$ cat config.mk
export PLATFORM = sky130hd
export DESIGN_NAME = control_sequencer
export DESIGN_NICKNAME = d
export VERILOG_FILES = /design/src/rtl/control_sequencer_pkg.sv /design/src/rtl/control_sequencer_seq_decode.sv /design/src/rtl/control_sequencer.sv
export SDC_FILE = /design/constraint.sdc
export NUM_CORES = 1
export LEC_CHECK = 0
export ABC_AREA = 1
export CORE_ASPECT_RATIO = 1.2
export CORE_MARGIN = 2
export CORE_UTILIZATION = 32
export CTS_BUF_LIST = sky130_fd_sc_hd__clkbuf_4 sky130_fd_sc_hd__clkbuf_8
export DETAILED_ROUTE_END_ITERATION = 16
export PLACE_DENSITY = 0.8
export SETUP_SLACK_MARGIN = 0.02
export SYNTH_ARGS = -nofsm -noshare
export SYNTH_HDL_FRONTEND = slang
export SYNTH_SLANG_ARGS = --single-unit
$ cat constraint.sdc
create_clock -name Clock -period 1.7 [get_ports Clock]
set_input_delay 0.34 -clock Clock [delete_from_list [all_inputs] [get_ports Clock]]
set_output_delay 0.34 -clock Clock [all_outputs]
set_load 0.02 [all_outputs]
$ cat src/rtl/control_sequencer_pkg.sv
// rtl/control_sequencer_pkg.sv - shared encodings, control-word layout and IR field helpers
// Consumed by control_sequencer and control_sequencer_seq_decode.
package control_sequencer_pkg;

   typedef enum logic [2:0] {
      S_INIT    = 3'd0,
      S_FETCH_L = 3'd1,
      S_FETCH_H = 3'd2,
      S_DECODE  = 3'd3,
      S_EX1     = 3'd4,
      S_EX2     = 3'd5,
      S_EX3     = 3'd6,
      S_HALT    = 3'd7
   } state_t;

   localparam logic [3:0] OP_AND       = 4'd0;
   localparam logic [3:0] OP_OR        = 4'd1;
   localparam logic [3:0] OP_NOT       = 4'd2;
   localparam logic [3:0] OP_ADD       = 4'd3;
   localparam logic [3:0] OP_LDI       = 4'd4;
   localparam logic [3:0] OP_LD        = 4'd5;
   localparam logic [3:0] OP_ST        = 4'd6;
   localparam logic [3:0] OP_INC       = 4'd7;
   localparam logic [3:0] OP_DEC       = 4'd8;
   localparam logic [3:0] OP_BNE       = 4'd9;
   localparam logic [3:0] OP_MAX_LEGAL = 4'd9;

   localparam logic [3:0] ALU_PASSA = 4'd0;
   localparam logic [3:0] ALU_NOT   = 4'd2;
   localparam logic [3:0] ALU_ADD   = 4'd4;
   localparam logic [3:0] ALU_AND   = 4'd7;
   localparam logic [3:0] ALU_OR    = 4'd8;

   localparam logic [1:0] FUN_DEC   = 2'd0;
   localparam logic [1:0] FUN_INC   = 2'd1;
   localparam logic [1:0] FUN_LOAD  = 2'd2;
   localparam logic [1:0] FUN_CLEAR = 2'd3;

   localparam logic [1:0] MUX_ALU  = 2'd0;
   localparam logic [1:0] MUX_MEM  = 2'd1;
   localparam logic [1:0] MUX_IMM  = 2'd2;
   localparam logic [1:0] MUX_ARFC = 2'd3;

   localparam logic [1:0] OUTD_PC = 2'd0;
   localparam logic [1:0] OUTD_AR = 2'd2;

   localparam logic [3:0] REG_NONE     = 4'b1111;
   localparam logic [3:0] ARF_SEL_PC   = 4'b1110;
   localparam logic [3:0] ARF_SEL_AR   = 4'b1101;
   localparam logic [3:0] ARF_SEL_INIT = 4'b1000;

   localparam int IR_OP_LSB  = 12;
   localparam int IR_DST_LSB = 10;
   localparam int IR_S1_LSB  = 8;
   localparam int IR_S2_LSB  = 6;

   typedef struct packed {
      logic       ir_en;
      logic       ir_nl_h;
      logic [1:0] ir_funsel;
      logic [3:0] rf_regsel;
      logic [1:0] rf_funsel;
      logic [1:0] rf_outasel;
      logic [1:0] rf_outbsel;
      logic [3:0] arf_regsel;
      logic [1:0] arf_funsel;
      logic [1:0] arf_outcsel;
      logic [1:0] arf_outdsel;
      logic [3:0] alu_funsel;
      logic [1:0] muxasel;
      logic [1:0] muxbsel;
      logic       muxcsel;
      logic       mem_cs;
      logic       mem_wr;
      logic       halted;
   } ctrl_t;

   localparam ctrl_t CTRL_IDLE = '{
      ir_en:       1'b0,
      ir_nl_h:     1'b0,
      ir_funsel:   2'd0,
      rf_regsel:   REG_NONE,
      rf_funsel:   2'd0,
      rf_outasel:  2'd0,
      rf_outbsel:  2'd0,
      arf_regsel:  REG_NONE,
      arf_funsel:  2'd0,
      arf_outcsel: 2'd0,
      arf_outdsel: 2'd0,
      alu_funsel:  4'd0,
      muxasel:     2'd0,
      muxbsel:     2'd0,
      muxcsel:     1'b0,
      mem_cs:      1'b1,
      mem_wr:      1'b0,
      halted:      1'b0
   };

   // Active-low register enable: only bit k is cleared.
   function automatic logic [3:0] rf_sel_of(input logic [1:0] k);
      return ~(4'b0001 << k);
   endfunction

endpackage

$ cat src/rtl/control_sequencer_seq_decode.sv
// rtl/control_sequencer_seq_decode.sv - combinational (state, IR, flags) to control-word mapping
// Macro HALT_ON_ILLEGAL_EN enables the Halted indication in the HALT state.
module control_sequencer_seq_decode
   import control_sequencer_pkg::*;
#(
   parameter int INIT_CLEAR = 1
) (
   input  logic        i_rst_n,
   input  state_t      i_state,
   input  logic [15:0] i_ir,
   input  logic [3:0]  i_flags,
   output ctrl_t       o_ctrl
);

   logic [3:0] w_op;
   logic [1:0] w_dst;
   logic [1:0] w_s1;
   logic [1:0] w_s2;
   logic [7:0] w_imm;
   logic       w_unused_flags;

   assign w_op           = i_ir[IR_OP_LSB +: 4];
   assign w_dst          = i_ir[IR_DST_LSB +: 2];
   assign w_s1           = i_ir[IR_S1_LSB +: 2];
   assign w_s2           = i_ir[IR_S2_LSB +: 2];
   assign w_imm          = i_ir[7:0];
   assign w_unused_flags = ^{w_imm, i_flags[3:1]};

   always_comb begin
      o_ctrl = CTRL_IDLE;
      // Reset forces the idle word so INIT's clear is not applied while held in reset.
      if (i_rst_n) begin
         case (i_state)
            S_INIT: begin
               if (INIT_CLEAR != 0) begin
                  o_ctrl.arf_regsel = ARF_SEL_INIT;
                  o_ctrl.arf_funsel = FUN_CLEAR;
               end
            end
            S_FETCH_L, S_FETCH_H: begin
               o_ctrl.mem_cs      = 1'b0;
               o_ctrl.arf_outdsel = OUTD_PC;
               o_ctrl.ir_en       = 1'b1;
               o_ctrl.ir_nl_h     = (i_state == S_FETCH_L);
               o_ctrl.ir_funsel   = FUN_LOAD;
               o_ctrl.arf_regsel  = ARF_SEL_PC;
               o_ctrl.arf_funsel  = FUN_INC;
            end
            S_EX1: begin
               case (w_op)
                  OP_AND, OP_OR, OP_ADD: begin
                     o_ctrl.rf_outasel = w_s1;
                     o_ctrl.rf_outbsel = w_s2;
                     o_ctrl.alu_funsel = (w_op == OP_AND) ? ALU_AND :
                                         (w_op == OP_OR)  ? ALU_OR  : ALU_ADD;
                     o_ctrl.rf_regsel  = rf_sel_of(w_dst);
                     o_ctrl.rf_funsel  = FUN_LOAD;
                     o_ctrl.muxasel    = MUX_ALU;
                  end
                  OP_NOT: begin
                     o_ctrl.rf_outasel = w_s1;
                     o_ctrl.alu_funsel = ALU_NOT;
                     o_ctrl.rf_regsel  = rf_sel_of(w_dst);
                     o_ctrl.rf_funsel  = FUN_LOAD;
                     o_ctrl.muxasel    = MUX_ALU;
                  end
                  OP_LDI: begin
                     o_ctrl.rf_regsel = rf_sel_of(w_dst);
                     o_ctrl.rf_funsel = FUN_LOAD;
                     o_ctrl.muxasel   = MUX_IMM;
                  end
                  OP_LD, OP_ST: begin
                     o_ctrl.arf_regsel = ARF_SEL_AR;
                     o_ctrl.arf_funsel = FUN_LOAD;
                     o_ctrl.muxbsel    = MUX_IMM;
                  end
                  OP_INC, OP_DEC: begin
                     o_ctrl.rf_regsel = rf_sel_of(w_dst);
                     o_ctrl.rf_funsel = (w_op == OP_INC) ? FUN_INC : FUN_DEC;
                  end
                  OP_BNE: begin
                     if (!i_flags[0]) begin
                        o_ctrl.arf_regsel = ARF_SEL_PC;
                        o_ctrl.arf_funsel = FUN_LOAD;
                        o_ctrl.muxbsel    = MUX_IMM;
                     end
                  end
                  default: ;
               endcase
            end
            S_EX2: begin
               if (w_op == OP_LD) begin
                  o_ctrl.mem_cs      = 1'b0;
                  o_ctrl.arf_outdsel = OUTD_AR;
                  o_ctrl.rf_regsel   = rf_sel_of(w_dst);
                  o_ctrl.rf_funsel   = FUN_LOAD;
                  o_ctrl.muxasel     = MUX_MEM;
               end else if (w_op == OP_ST) begin
                  o_ctrl.rf_outasel  = w_dst;
                  o_ctrl.alu_funsel  = ALU_PASSA;
                  o_ctrl.mem_cs      = 1'b0;
                  o_ctrl.mem_wr      = 1'b1;
                  o_ctrl.arf_outdsel = OUTD_AR;
               end
            end
`ifdef HALT_ON_ILLEGAL_EN
            S_HALT: o_ctrl.halted = 1'b1;
`endif
            default: ;
         endcase
      end
   end

endmodule

$ cat src/rtl/control_sequencer.sv
// rtl/control_sequencer.sv - fetch/decode/execute state register and next-state logic
// Macro HALT_ON_ILLEGAL_EN: illegal opcodes (OP>=10) park the sequencer in HALT until reset.
module control_sequencer
   import control_sequencer_pkg::*;
#(
   parameter int INIT_CLEAR = 1,
   parameter int IR_W       = 16
) (
   input  logic            Clock,
   input  logic            Reset_N,
   input  logic [IR_W-1:0] IRout,
   input  logic [3:0]      Flags,
   output logic            IR_En,
   output logic            IR_NL_H,
   output logic [1:0]      IR_FunSel,
   output logic [3:0]      RF_RegSel,
   output logic [1:0]      RF_FunSel,
   output logic [1:0]      RF_OutASel,
   output logic [1:0]      RF_OutBSel,
   output logic [3:0]      ARF_RegSel,
   output logic [1:0]      ARF_FunSel,
   output logic [1:0]      ARF_OutCSel,
   output logic [1:0]      ARF_OutDSel,
   output logic [3:0]      ALU_FunSel,
   output logic [1:0]      MuxASel,
   output logic [1:0]      MuxBSel,
   output logic            MuxCSel,
   output logic            Mem_CS,
   output logic            Mem_WR,
   output logic [2:0]      T,
   output logic            Halted
);

   state_t     r_state;
   state_t     w_next;
   ctrl_t      w_ctrl;
   logic [3:0] w_op;

   assign w_op = IRout[IR_OP_LSB +: 4];

   always_comb begin
      w_next = S_FETCH_L;
      case (r_state)
         S_INIT:    w_next = S_FETCH_L;
         S_FETCH_L: w_next = S_FETCH_H;
         S_FETCH_H: w_next = S_DECODE;
`ifdef HALT_ON_ILLEGAL_EN
         S_DECODE:  w_next = (w_op > OP_MAX_LEGAL) ? S_HALT : S_EX1;
         S_HALT:    w_next = S_HALT;
`else
         S_DECODE:  w_next = S_EX1;
         S_HALT:    w_next = S_FETCH_L;
`endif
         S_EX1:     w_next = (w_op == OP_LD || w_op == OP_ST) ? S_EX2 : S_FETCH_L;
         S_EX2:     w_next = S_FETCH_L;
         S_EX3:     w_next = S_FETCH_L;
         default:   w_next = S_FETCH_L;
      endcase
   end

   always_ff @(posedge Clock or negedge Reset_N) begin
      if (!Reset_N) begin
         r_state <= S_INIT;
      end else begin
         r_state <= w_next;
      end
   end

   control_sequencer_seq_decode #(
      .INIT_CLEAR (INIT_CLEAR)
   ) u_seq_decode (
      .i_rst_n (Reset_N),
      .i_state (r_state),
      .i_ir    (IRout),
      .i_flags (Flags),
      .o_ctrl  (w_ctrl)
   );

   assign IR_En       = w_ctrl.ir_en;
   assign IR_NL_H     = w_ctrl.ir_nl_h;
   assign IR_FunSel   = w_ctrl.ir_funsel;
   assign RF_RegSel   = w_ctrl.rf_regsel;
   assign RF_FunSel   = w_ctrl.rf_funsel;
   assign RF_OutASel  = w_ctrl.rf_outasel;
   assign RF_OutBSel  = w_ctrl.rf_outbsel;
   assign ARF_RegSel  = w_ctrl.arf_regsel;
   assign ARF_FunSel  = w_ctrl.arf_funsel;
   assign ARF_OutCSel = w_ctrl.arf_outcsel;
   assign ARF_OutDSel = w_ctrl.arf_outdsel;
   assign ALU_FunSel  = w_ctrl.alu_funsel;
   assign MuxASel     = w_ctrl.muxasel;
   assign MuxBSel     = w_ctrl.muxbsel;
   assign MuxCSel     = w_ctrl.muxcsel;
   assign Mem_CS      = w_ctrl.mem_cs;
   assign Mem_WR      = w_ctrl.mem_wr;
   assign T           = r_state;
   assign Halted      = w_ctrl.halted;

endmodule

; ---- Word-level counts from Yosys, hierarchy flattened
; Cells that the tools add are included.
[classes]
n_eq_ne = 16
bitwise = 1
n_mux = 36
shifts = 1
reduce_logical = 10
[ops]
columns = cell, n
row1 = $mux 2, 12
row2 = $pmux 6 s2, 2
row3 = $mux 20, 1
row4 = $pmux 6 s3, 1
row5 = $eq 4x3->1 const B, 4
row6 = $mux 4, 4
row7 = $pmux 4 s2, 2
row8 = $pmux 8 s2, 1
row9 = $pmux 3 s5, 1
row10 = $eq 3x3->1 const B, 4
row11 = $mux 6, 2
row12 = $mux 10, 1
row13 = $eq 4x2->1 const B, 2
row14 = $eq 4x4->1 const B, 2
row15 = $reduce_or 4->1, 2
row16 = $eq 3x2->1 const B, 2
row17 = $mux 3, 2
row18 = $reduce_or 2->1, 3
row19 = $mux 1, 5
row20 = $reduce_or 5->1, 1
row21 = $eq 4x1->1 const B, 1
row22 = $logic_not 4->1, 1
row23 = $not 4->4, 1
row24 = $pmux 2 s2, 1
row25 = 6 further kinds, 6
[word_totals]
ff_bits = 3
elab_cells = 65
in_bits = 22
output_inout_bits = 39

; ---- Longest topological paths before layout
[logic_depth]
depth_word = 6
mapped_depth = 8
ltp_nobuf = 8

; ---- Cells and area by module
; From an unflattened synthesis, not the netlist that was laid out.
[unflattened]
hier_cells = 138
area_unflattened_um2 = 721.9
[modules_own_cells]
columns = mod, cells_per_inst, seq_area_each_um2, area_each_um2, instances
row1 = control_sequencer_seq_decode, 119, 0.0, 584.3, 1
row2 = control_sequencer, 19, 75.1, 137.6, 1

; ---- Worst setup path after synthesis
; Ideal clock, no wire load.
[synth_timing]
path_type = register to output
startpoint = reg r_state[0], in the netlist T[0]
endpoint = out ALU_FunSel[0]
arrival_ps = 1597
slack_ps = -237
stages_incl_launch_ff = 7
cell_sequence = dfrtp_1 buf_6 nor2_4 inv_2 nor2_8 inv_4 nor4_1
[synth_via]
elab_chain_cells = 3
[synth_lines]
columns = element, line_no
row1 = from (decl), control_sequencer.sv:34  ; state_t r_state;
row2 = from (signal assigned), control_sequencer.sv:65  ; r_state <= w_next;
row3 = $eq 3x3->1, control_sequencer_seq_decode.sv:33  ; case (i_state)
row4 = $pmux 6 s2 *, control_sequencer_seq_decode.sv:33
row5 = $mux 10 *, control_sequencer_seq_decode.sv:32  ; if (i_rst_n) begin
row6 = to (decl), control_sequencer.sv:24  ; output logic [3:0] ALU_FunSel,
; Mark *: on every way between the ends. The rest lies on a longest branch, timed or not.

; ---- Worst setup path in the final report
[layout_timing]
startpoint = reg r_state[1], in the netlist T[1]
endpoint = out RF_OutBSel[0]
[layout_via]
elab_chain_cells = 3
[layout_lines]
columns = element, line_no
row1 = $eq 3x3->1, control_sequencer_seq_decode.sv:33
row2 = $mux 2, control_sequencer_seq_decode.sv:33
row3 = $mux 20, control_sequencer_seq_decode.sv:32
row4 = to (decl), control_sequencer.sv:19  ; output logic [1:0] RF_OutBSel,
; No other way between the ends.

==> summary.md <==
| Metric | Value |
|---|---|
| Worst path slowest cell | dfrtp_1 |
| CTS Hold Bufs | 0 |
| Post-synthesis compound-gate area fraction | 10.0% |
| Vias in the first global route | 1109 |
| Combinational Power Share | between 80% and 90% |
| Initial antenna violation count | 0 |
| RSZ-0062 raised after global routing | true |
| Startpoint Class | flop |
| Die footprint | ~2600 µm² |
| CTS Buffer Depth | 2 |
| Crit. End Element | primary output |
| Arrival time worst endpoint | between 1 and 1.5 ns |
| FF-to-FF path depth | 8 |
| Dpl cells | 222 |
| TritonCTS buffer count | 3 |
| Synthesis Warnings | 0 |
| Smallest hold slack | 0.158 ns |
| Port buffer count | 43 |
| Failing checks | setup timing |
| Area grow syn2layout | 140% |
| Psw | approximately 0.89 mW |
| Slew Viols, Final | 0 |
| P_int | 0.887 mW |
| Fin crit period | 1.82 ns |
| Highest clock rate | 549 MHz |
| Dpl hpwl | 2120 µm |
| Max-Cap Viols | 0 |
| Final hold violation count | 0 |
| Die width | 46.7 µm |
| Clk sinks | 3 |
| Leakage | 0.815 nW |
| Unique cell type count in the Yosys netlist | 23 |
| Final TNS setup | -1.42 ns |
| Cells along the critical path | nor2_4, inv_4, nor2_8, inv_4, nor2_8, buf_6, nand2_2, nor2_2, buf_6 |
| Die Y | 55.2 µm |
| Total grt overflow | 0 |
| Skew final | 0.00448 ns |
| Top cells by area, synth | nand2_1 (19%), dfrtp_1 (11%), nor2_1 (10%) |
| Synth Cell Area | about 700 µm² |
| CTS tree | done |
| Adder-cell share of the synthesized area | 0% |
| Average size of a mapped cell | 5.64 µm² |
| Worst Path Required | around 1.4 ns |
| Initial Util | 33.8% |
| Non-filler instance count after layout | 234 |
| I/O pin cnt | 61 |
| Post-synthesis sequential area ratio | 10.7% |
| Pre-CTS WS | -0.848 ns |
| Run status | finished with violations |
| XOR/XNOR Fraction of Synth Area | 0% |
| Final #Nets | between 200 and 250 |
| Core footprint | 2070 µm² |
| # setup viols final | 24 |
| Via density | 4.82 |
| Seq cells post-synth | 3 |
| R2R Setup Slk | 0.33 ns |
| Peak supply drop | around 800 µV |
| Routed Antenna Nets | 0 |
| Share of layout cells above drive strength 1 | between 60% and 70% |
| Largest family of logic cells by synthesized area | simple AND/OR/NAND/NOR gates |
| Multiplexer share of the synthesized area | 0% |
| Drc violations | 0 |
| Reg2reg start | T[0]$_DFF_PN0_ |
| Flop pwr share | between 8 and 9% |
| Number of diodes | 0 |
| Via count | roughly 1100 |
| CP delay by family, top | simple AND/OR/NAND/NOR gates |
| Synth Area in Simple Gates | 56.7% |
| Syn Inst Count | 124 |
| Largest area contributor in the netlist | nand2_1 |
| Net Sw Frac | 50.0% |
| 1st-iter DRT viols | 30 |
| Max stage delay on crit path | just over 0.4 ns |
| Reg clk slew, reported paths | 0.04 ns |
| WS Path Type | reg -> out |
| Main synth FF type | dfrtp_1 |
| Reg2reg end | T[1]$_DFF_PN0_ |
| Gpl congestion | about 0.94 |
| Asr flop ratio synth | 100% |
| Hold Path Class | in -> async |
| Post-synth top area share | 18.8% |
| Period utilisation layout | 107% |
| Pwr dens | between 1000 and 1500 nW/µm² |
| Clock share of power | under 10% |
| Post-synth EDFFs | 0 |
| Crit Path Max Fanout | 3 |
| Root Buffer Master | clkbuf_4 |
| WL/cell | 13.9 µm |
| Synth top cells by count | nand2_1 (35), nor2_1 (19), inv_1 (13) |
| Setup ws final | -0.122 ns |
| Global-route wire length before repair | approximately 4600 µm |
| Overall routing resource usage | a little under a quarter |
| Max reg flops | 3 |
| Pin count of the biggest net entering global routing | 10 |
| Worst-Skew Late Latency | 0.23 ns |
| H-tree levels | 1 |
| Post-layout util | 80.9% |
| Wirelength, routed | 3260 µm |
| Pre-Repair DR Iteration Count | 4 |
| Row cnt | 18 |
| Count leader, synth | nand2_1 |
| Crit path buffers/inverters | 4 |
[worst max-delay path by stage]
stage / startpoint / to / slack (ns) / depth (start not counted)
after CTS: T[0]$_DFF_PN0_ / RF_OutBSel[1] / -0.10 / 9
final: T[1]$_DFF_PN0_ / RF_OutBSel[0] / -0.12 / 9
after floorplan: T[0]$_DFF_PN0_ / ALU_FunSel[2] / -0.04 / 8
after global placement: IRout[12] / ARF_FunSel[1] / -0.74 / 8
after global routing: T[0]$_DFF_PN0_ / RF_OutBSel[0] / -0.20 / 9
after detailed placement: IRout[14] / RF_OutASel[1] / -0.85 / 8
[per-stage QoR]
stage                     total power [mW]  instance area, µm²
after floorplan                      0.677                 749
after global placement                1.16                1370
after detailed placement              1.18                1370
after CTS                             1.46                1480
after global routing                  1.87                1680
final                                 1.77                1680
[power groups by stage]
stage | Sequential [mW] | Combinational (mW) | Clock [mW]
2_1_floorplan | 0.191 | 0.486 | 0
3_3_place_gp | 0.144 | 1.02 | 0
3_5_place_dp | 0.144 | 1.04 | 0
4_1_cts | 0.144 | 1.17 | 0.142
5_1_grt | 0.159 | 1.55 | 0.159
6_report | 0.156 | 1.48 | 0.142
[placed cells by master (no fill, tap or decap), types with 2 or more instances in the layout]
master | netlist | routed
nand2_1 | 35 | 27
nor3_2 | 5 | 3
dfrtp_1 | 3 | 2
clkdlybuf4s50_1 | 0 | 5
nor2_4 | 1 | 6
nand2_4 | 0 | 5
inv_4 | 1 | 3
dlygate4sd2_1 | 0 | 5
buf_6 | 1 | 23
nor2_1 | 19 | 8
nand3_1 | 7 | 3
nor2_8 | 2 | 2
nand3_4 | 0 | 2
a21oi_2 | 0 | 4
nor2_2 | 2 | 8
inv_2 | 3 | 6
conb_1 | 2 | 8
inv_1 | 13 | 7
clkbuf_4 | 0 | 4
nor4_4 | 0 | 3
buf_4 | 9 | 39
buf_2 | 1 | 7
nor3_1 | 4 | 2
a21oi_1 | 6 | 2
nand3_2 | 0 | 2
nor3_4 | 0 | 4
nand2_2 | 1 | 4
[cell families (layout without fill, tap and decap cells)]
kind of cell           Yosys count  in the layout
AOI/OAI and AO/OA               12             12
buffers and inverters           28            102
DFF                              3              3
other                            2              8
and+or+nand+nor                 79             79
[area by class of cell]
class | count | area (µm²)
inverter | 17 | 76.3
clock buffer | 4 | 30.0
fill | 133 | 397
tap | 30 | 37.5
multi-input combinational | 99 | 742
timing repair buffer | 81 | 713
sequential | 3 | 76.3
[routing by layer]
metal	wire [µm]	up-vias	track usage, %
li1	-	535	-
met1	1170	540	26.9
met2	1890	48	40.7
met3	125	6	2.61
met4	80	0	8.73
met5	0	-	0
[repair_timing]
item | CTS | global route
pin swaps | 14 | 19
setup buffers | 5 | 3
resized for setup | 199 | 48
endpoints found under the setup margin | 30 | 28
hold endpoints to repair | 0 | 0
Power figures use the tool's default switching activity.
